[src/rtl/game_state_ctrl_if.sv]
// -----------------------------------------------------------------------------
// game_state_ctrl_if
// Signal bundle between the game sequencer and the rest of the game.
//   btn         [2:0]  raw push-buttons (0 = gravity, 1 = start/pause, 2 = end/reset)
//   frame_tick         one-cycle pulse per video frame
//   collision          player/obstacle overlap level from the collision checker
//   gamemode    [1:0]  00 initial, 01 in-game, 10 paused, 11 ended
//   player_y    [8:0]  player vertical position
//   gravity_dir        0 = moving down (+y), 1 = moving up (-y)
//   score       [15:0] frames survived in the current game
//   obstacle_en        obstacle scrolling enable
// master: board/obstacle/renderer side. slave: the sequencer.
// -----------------------------------------------------------------------------
interface game_state_ctrl_if;
    logic [2:0]  btn;
    logic        frame_tick;
    logic        collision;
    logic [1:0]  gamemode;
    logic [8:0]  player_y;
    logic        gravity_dir;
    logic [15:0] score;
    logic        obstacle_en;

    modport master (
        output btn, frame_tick, collision,
        input  gamemode, player_y, gravity_dir, score, obstacle_en
    );

    modport slave (
        input  btn, frame_tick, collision,
        output gamemode, player_y, gravity_dir, score, obstacle_en
    );
endinterface

[src/rtl/game_state_ctrl.sv]
// -----------------------------------------------------------------------------
// game_state_ctrl
// Top-level sequencer for the runner game: conditions the three push-buttons,
// runs the game-mode state machine, moves the player once per frame tick and
// counts survived frames as the score.
//
// Ports:
//   clk    system clock
//   rst_n  synchronous active-low reset
//   bus    game_state_ctrl_if.slave (buttons, frame_tick, collision in;
//          gamemode, player_y, gravity_dir, score, obstacle_en out)
//
// state   | meaning
// --------+---------------------------------------------------------------
// S_INIT  | waiting for start; position/gravity/score held at start values
// S_PLAY  | game running; player moves and score counts on frame_tick
// S_PAUSE | game frozen; only start/pause or end buttons act
// S_END   | game over; values frozen for display until end/reset button
// -----------------------------------------------------------------------------
module game_state_ctrl #(
    parameter int Y_START    = 240,
    parameter int Y_MIN      = 20,
    parameter int Y_MAX      = 460,
    parameter int STEP       = 4,
    parameter int DEB_CYCLES = 500000
) (
    input  logic               clk,
    input  logic               rst_n,
    game_state_ctrl_if.slave   bus
);

    typedef enum logic [1:0] {
        S_INIT  = 2'b00,
        S_PLAY  = 2'b01,
        S_PAUSE = 2'b10,
        S_END   = 2'b11
    } state_t;

    localparam int CW = (DEB_CYCLES > 1) ? $clog2(DEB_CYCLES) : 1;
    localparam logic [CW-1:0] DEB_LAST = CW'(DEB_CYCLES - 1);

    localparam logic [8:0] Y_START_P = 9'(Y_START);
    localparam logic [9:0] Y_MIN_W   = 10'(Y_MIN);
    localparam logic [9:0] Y_MAX_W   = 10'(Y_MAX);
    localparam logic [9:0] STEP_W    = 10'(STEP);

    logic [2:0]    sync1;
    logic [2:0]    sync2;
    logic [2:0]    accepted;
    logic [2:0]    accepted_d;
    logic [2:0]    press;
    logic [CW-1:0] deb_cnt [3];

    state_t        state_q, state_d;
    logic [8:0]    player_y_q, y_d;
    logic          gravity_dir_q, grav_d;
    logic [15:0]   score_q, score_d;
    logic          obstacle_en_q;

    logic [9:0]    y_raw;
    logic [9:0]    y_moved;
    logic [15:0]   score_sat;

    // Button conditioning. The counter holds the number of differing cycles
    // already seen, so the accepted level flips on the DEB_CYCLES-th
    // consecutive differing cycle. press is registered from the accepted edge.
    always_ff @(posedge clk) begin
        if (!rst_n) begin
            sync1      <= '0;
            sync2      <= '0;
            accepted   <= '0;
            accepted_d <= '0;
            press      <= '0;
            for (int i = 0; i < 3; i++) begin
                deb_cnt[i] <= '0;
            end
        end else begin
            sync1      <= bus.btn;
            sync2      <= sync1;
            accepted_d <= accepted;
            press      <= accepted & ~accepted_d;
            for (int i = 0; i < 3; i++) begin
                if (sync2[i] == accepted[i]) begin
                    deb_cnt[i] <= '0;
                end else if (deb_cnt[i] == DEB_LAST) begin
                    deb_cnt[i]  <= '0;
                    accepted[i] <= sync2[i];
                end else begin
                    deb_cnt[i] <= deb_cnt[i] + 1'b1;
                end
            end
        end
    end

    // Candidate position for this frame, using the current (pre-toggle)
    // direction. Moving up from below STEP is forced to 0 so it clamps to
    // Y_MIN instead of wrapping to a large value.
    always_comb begin
        y_raw   = '0;
        y_moved = '0;
        if (gravity_dir_q) begin
            if ({1'b0, player_y_q} < STEP_W) begin
                y_raw = '0;
            end else begin
                y_raw = {1'b0, player_y_q} - STEP_W;
            end
        end else begin
            y_raw = {1'b0, player_y_q} + STEP_W;
        end
        if (y_raw < Y_MIN_W) begin
            y_moved = Y_MIN_W;
        end else if (y_raw > Y_MAX_W) begin
            y_moved = Y_MAX_W;
        end else begin
            y_moved = y_raw;
        end
    end

    assign score_sat = (score_q == 16'hFFFF) ? score_q : score_q + 16'd1;

    always_comb begin
        state_d = state_q;
        y_d     = player_y_q;
        grav_d  = gravity_dir_q;
        score_d = score_q;
        case (state_q)
            S_INIT: begin
                y_d     = Y_START_P;
                grav_d  = 1'b0;
                score_d = '0;
                if (press[1]) begin
                    state_d = S_PLAY;
                end
            end
            S_PLAY: begin
                if (press[2] || bus.collision) begin
                    state_d = S_END;
                end else if (press[1]) begin
                    state_d = S_PAUSE;
                end else begin
                    if (press[0]) begin
                        grav_d = ~gravity_dir_q;
                    end
                    if (bus.frame_tick) begin
                        y_d     = y_moved[8:0];
                        score_d = score_sat;
                    end
                end
            end
            S_PAUSE: begin
                if (press[2]) begin
                    state_d = S_END;
                end else if (press[1]) begin
                    state_d = S_PLAY;
                end
            end
            S_END: begin
                if (press[2]) begin
                    state_d = S_INIT;
                    y_d     = Y_START_P;
                    grav_d  = 1'b0;
                    score_d = '0;
                end
            end
            default: begin
                state_d = S_INIT;
            end
        endcase
    end

    always_ff @(posedge clk) begin
        if (!rst_n) begin
            state_q       <= S_INIT;
            player_y_q    <= Y_START_P;
            gravity_dir_q <= 1'b0;
            score_q       <= '0;
            obstacle_en_q <= 1'b0;
        end else begin
            state_q       <= state_d;
            player_y_q    <= y_d;
            gravity_dir_q <= grav_d;
            score_q       <= score_d;
            obstacle_en_q <= (state_d == S_PLAY);
        end
    end

    assign bus.gamemode    = state_q;
    assign bus.player_y    = player_y_q;
    assign bus.gravity_dir = gravity_dir_q;
    assign bus.score       = score_q;
    assign bus.obstacle_en = obstacle_en_q;

endmodule

[src/flat_wrapper.sv]
// flat-port wrapper written by rule: the top's interface ports become plain ports
module game_state_ctrl_flat 
#(
    parameter int Y_START    = 240,
    parameter int Y_MIN      = 20,
    parameter int Y_MAX      = 460,
    parameter int STEP       = 4,
    parameter int DEB_CYCLES = 500000
)
  (clk, rst_n, bus_btn, bus_frame_tick, bus_collision, bus_gamemode, bus_player_y, bus_gravity_dir, bus_score, bus_obstacle_en);
  game_state_ctrl_if bus_i ();
  input  logic clk;
  input  logic rst_n;
  input wire logic [$bits(bus_i.btn)-1:0] bus_btn;
  input wire logic [$bits(bus_i.frame_tick)-1:0] bus_frame_tick;
  input wire logic [$bits(bus_i.collision)-1:0] bus_collision;
  output wire logic [$bits(bus_i.gamemode)-1:0] bus_gamemode;
  output wire logic [$bits(bus_i.player_y)-1:0] bus_player_y;
  output wire logic [$bits(bus_i.gravity_dir)-1:0] bus_gravity_dir;
  output wire logic [$bits(bus_i.score)-1:0] bus_score;
  output wire logic [$bits(bus_i.obstacle_en)-1:0] bus_obstacle_en;
  assign bus_i.btn = bus_btn;
  assign bus_i.frame_tick = bus_frame_tick;
  assign bus_i.collision = bus_collision;
  assign bus_gamemode = bus_i.gamemode;
  assign bus_player_y = bus_i.player_y;
  assign bus_gravity_dir = bus_i.gravity_dir;
  assign bus_score = bus_i.score;
  assign bus_obstacle_en = bus_i.obstacle_en;
  game_state_ctrl #(.Y_START(Y_START), .Y_MIN(Y_MIN), .Y_MAX(Y_MAX), .STEP(STEP), .DEB_CYCLES(DEB_CYCLES)) u_core (.clk(clk), .rst_n(rst_n), .bus(bus_i));
endmodule
[config.mk]
export PLATFORM = sky130hd
export DESIGN_NAME = game_state_ctrl_flat
export DESIGN_NICKNAME = d
export VERILOG_FILES = /design/src/rtl/game_state_ctrl_if.sv /design/src/rtl/game_state_ctrl.sv /design/src/flat_wrapper.sv
export SDC_FILE = /design/constraint.sdc
export NUM_CORES = 1
export LEC_CHECK = 0
export BUFFER_PORTS_ARGS = -buffer_cell sky130_fd_sc_hd__buf_2
export CAP_MARGIN = 20
export CORE_MARGIN = 5
export CORE_UTILIZATION = 60
export DETAILED_ROUTE_END_ITERATION = 8
export PLACE_DENSITY = 0.89
export SLEW_MARGIN = 20
export SYNTH_ARGS = -nofsm -noshare
export SYNTH_HDL_FRONTEND = slang
export SYNTH_SLANG_ARGS = --single-unit
[constraint.sdc]
create_clock -name clk -period 4.34 [get_ports clk]
set_input_delay 1.085 -clock clk [delete_from_list [all_inputs] [get_ports clk]]
set_output_delay 1.085 -clock clk [all_outputs]
set_load 0.02 [all_outputs]
==> impl_metrics.ini <==
[synth]
synth_ff_type = edfxtp_1
yosysWarnings = 0
async_reset_ff_share_pct = 0
syn-cell-area_um2 = 5330
synth.avg_cell_area_um2 = 9.47
yosys-mux-area-fraction_pct = 0.962
synthCells = 563
synthesized_area_fraction_occupied_by_ao_oa_aoi_and_oai_cells_pct = 8.89
yosys.area_share.adder_pct = 1.41
synth_simple_gate_area_share_pct = 26.1
ys_ff_latch = 101
synth_edf_count = 57
register_area_share_after_synthesis_pct = 48.6
yosysUniqueCellTypes = 64
xor_xnor_share_of_the_synthesized_area_pct = 10.7
synth_top_family_by_area = simple AND/OR/NAND/NOR gates

[layout]
layout_common_cells = nor2_1, edfxtp_1, conb_1
num-nets-final = 655
flow.area_growth_from_synthesis_pct = 11.7
final-seq-area_um2 = 2590
post_route_cells_drive_above_1_share_pct = 9.89
insertedDiodeCount = 0
multi_input_gate_area_in_the_final_layout_um2 = 2780
final_common_cell = nor2_1
final.fill_count = 671
postLayoutCoreUtil_pct = 68.6

[detailed_routing]
drt-total-wl_mm = 10.3
drt_drc_violations_left = 0
post_drt_wl_per_cell_um = 13.6
dr_total_vias = 4197
drt_pass1_iterations = 4
drt_iter0_drc = 223
route.antenna.remaining_nets = 0
detail_route.vias_per_cell = 5.56

[worst_setup_path]
worstSetupPathType = reg -> reg
start_kind = register
critical-path-slowest-cell = dfxtp_1
critical_path.cell_chain = inv_1, ha_1, nor3_1, a41oi_1, nor2b_1, and3_1, o311a_1
setup.worst_path.end_class = register
cp_data_required_time_ns = 4.59
critPathMaxFanout = 14
critical_path.max_stage_delay_ns = 0.65
critical_path_arrival_ns = 3.08

[clock_tree]
postCtsSetupRepairBufs = 0
clk_latency_ns = 0.35
postCtsHoldBufs = 0
max-clock-path-buffers = 2
cts.repair.resized = 0
tritoncts = built
cts.htree.levels = 3
ctsRootBufferMaster = clkbuf_8
cts-buffers-inserted = 9
clkSinkCount = 101
path_clk_slew_ns = 0.10

[timing]
period_minus_slack_ns = 2.83
final_critical_path_setup_slack_ns = 1.51
worst_slew_pin_slew_ns = 0.780
timing.clock.skew_ns = 0.00933
post-route-period-util_pct = 65.2
whs_ns = 0.396
final_hold_viol_count = 0
final_slew_viol_count = 0
timing.slew.headroom_pct = 48.0
setup-violations-final = 0
setup-tns-final_ns = 0
setup_repair_after_global_routing_missed_its_margin = no
fmax_ghz = 0.353

[global_routing]
grt-ovfl-total = 0
grt_pass1_vias = 3998
antenna_found_initial = 0
grt_start_max_net_pins = 35
grtUsageTotal_pct = 18.9
grt_first_pass_wirelength_mm = 17.6

[power_and_ir_drop]
vdd_drop_max_mv = 0.191
clkPwrFrac_pct = 36.2
internal-power_mw = 1.36
totalPowerFinal_mw = 1.75
power_density_nw_per_um2 = 293
static_power_due_to_leakage_nw = 2.20
power_frac_seq_pct = 60.7
p_sw_share_pct = 22.1
p_sw_mw = 0.385
power.combinational.fraction_pct = 3.2

[place]
preCtsSetupSlack_ns = 1.42
gpl.final_weighted_congestion = 0.923
dp_hpwl_mm = 7.28
portBuffers = 35

[floorplanning]
floorplan.core_area_um2 = 8680
fp.dieH_um = 104
initial_utilization_pct = 61.4
die_w_um = 104
ios = 36
placementRows = 34
design.die.area_um2 = 10900

[run_status]
outcome = completed

[worst_hold_path]
hp-class = reg -> reg

[run]
max_cap_viol_count = 0
[cells by family (layout without fill, tap and decap cells)]
logic type / Yosys count / count (layout)
and+or+nand+nor: 275 / 275
DFF: 101 / 101
AOI/OAI and AO/OA: 72 / 72
xor gates and xnor gates: 65 / 65
buffers and inverters: 38 / 66
adders and majority gates: 6 / 6
muxes: 5 / 5
other: 1 / 57
[worst paths after layout]
check,start,end,slack [ns],cells past startpoint
hold / removal,u_core.accepted_d[0],u_core.press[0],0.40,1
setup / recovery,u_core.bus.player_y[2],u_core.bus.player_y[2],1.51,7
setup reg to reg,u_core.bus.player_y[2],u_core.bus.player_y[2],1.51,7
hold reg to reg,u_core.accepted_d[0],u_core.press[0],0.40,1
[metrics by stage]
| step | instances | instance area, um^2 |
|---|---|---|
| 2_1_floorplan | 619 | 5540 |
| 3_3_place_gp | 738 | 5730 |
| 3_5_place_dp | 738 | 5730 |
| 4_1_cts | 754 | 5950 |
| 5_1_grt | 755 | 5950 |
| 6_report | 755 | 5950 |
[power groups by stage]
stage | clock [mW] | combinational [mW] | sequential, mW
after global placement | 0 | 0.0510 | 1.08
after CTS | 0.643 | 0.0532 | 1.06
after global routing | 0.688 | 0.0638 | 1.06
after floorplan | 0 | 0.0442 | 1.07
final | 0.632 | 0.0552 | 1.06
after detailed placement | 0 | 0.0526 | 1.08
[area by class of cell]
cell class | count | share of cell area [%]
Clock buffer | 10 | 2.50
Clock inverter | 6 | 1.07
Inverter | 14 | 0.883
Multi-Input combinational cell | 480 | 46.7
Sequential cell | 101 | 43.5
Tap cell | 108 | 2.27
Timing Repair Buffer | 36 | 3.07
[Yosys cell counts (3+ instances only)]
library cell	count	share of area (%)
dfxtp_1	44	17
nor2b_1	10	1.2
a21oi_1	21	2.0
nand3b_1	7	0.99
and3_1	16	1.9
nand2_1	49	3.4
buf_2	5	0.47
and2_1	9	1.1
or3_1	7	0.82
nor4b_1	5	0.82
nor3_1	13	1.2
nand4_1	15	1.8
o31ai_1	3	0.42
inv_1	14	0.99
clkbuf_1	15	1.1
xor2_1	46	7.6
nor2_1	88	6.2
mux2i_1	4	0.75
o21ai_0	19	1.8
edfxtp_1	57	32
nand3_1	31	2.9
nor4_1	5	0.59
xnor2_1	19	3.1
ha_1	6	1.4
[state kept, by name, indices dropped and copies added, names as in the netlist]
signal and count:
u_core.accepted 3, u_core.accepted_d 3, u_core.bus.gamemode 2, u_core.bus.gravity_dir 1, u_core.bus.obstacle_en 1, u_core.bus.player_y 9
u_core.bus.score 16, u_core.deb_cnt 57, u_core.press 3, u_core.sync1 3, u_core.sync2 3
[per-layer routing]
layer | up-vias | global-route usage [%] | share of wire (%)
met1 | 1967 | 25.1 | 45
met5 | - | 0 | 0
met4 | 0 | 6.01 | 1.2
met3 | 14 | 3.60 | 5.0
li1 | 2091 | - | -
met2 | 125 | 31.2 | 49
[critical path, delay by kind of cell, from the launching register on]
kind / cells / cell delay [ns]
fa+ha+maj: 1 / 0.40
flops: 1 / 0.65
buf+inv: 1 / 0.18
simple gates: 3 / 0.83
compound gates: 2 / 0.66
Note: power is estimated with default switching activity, not from simulation.
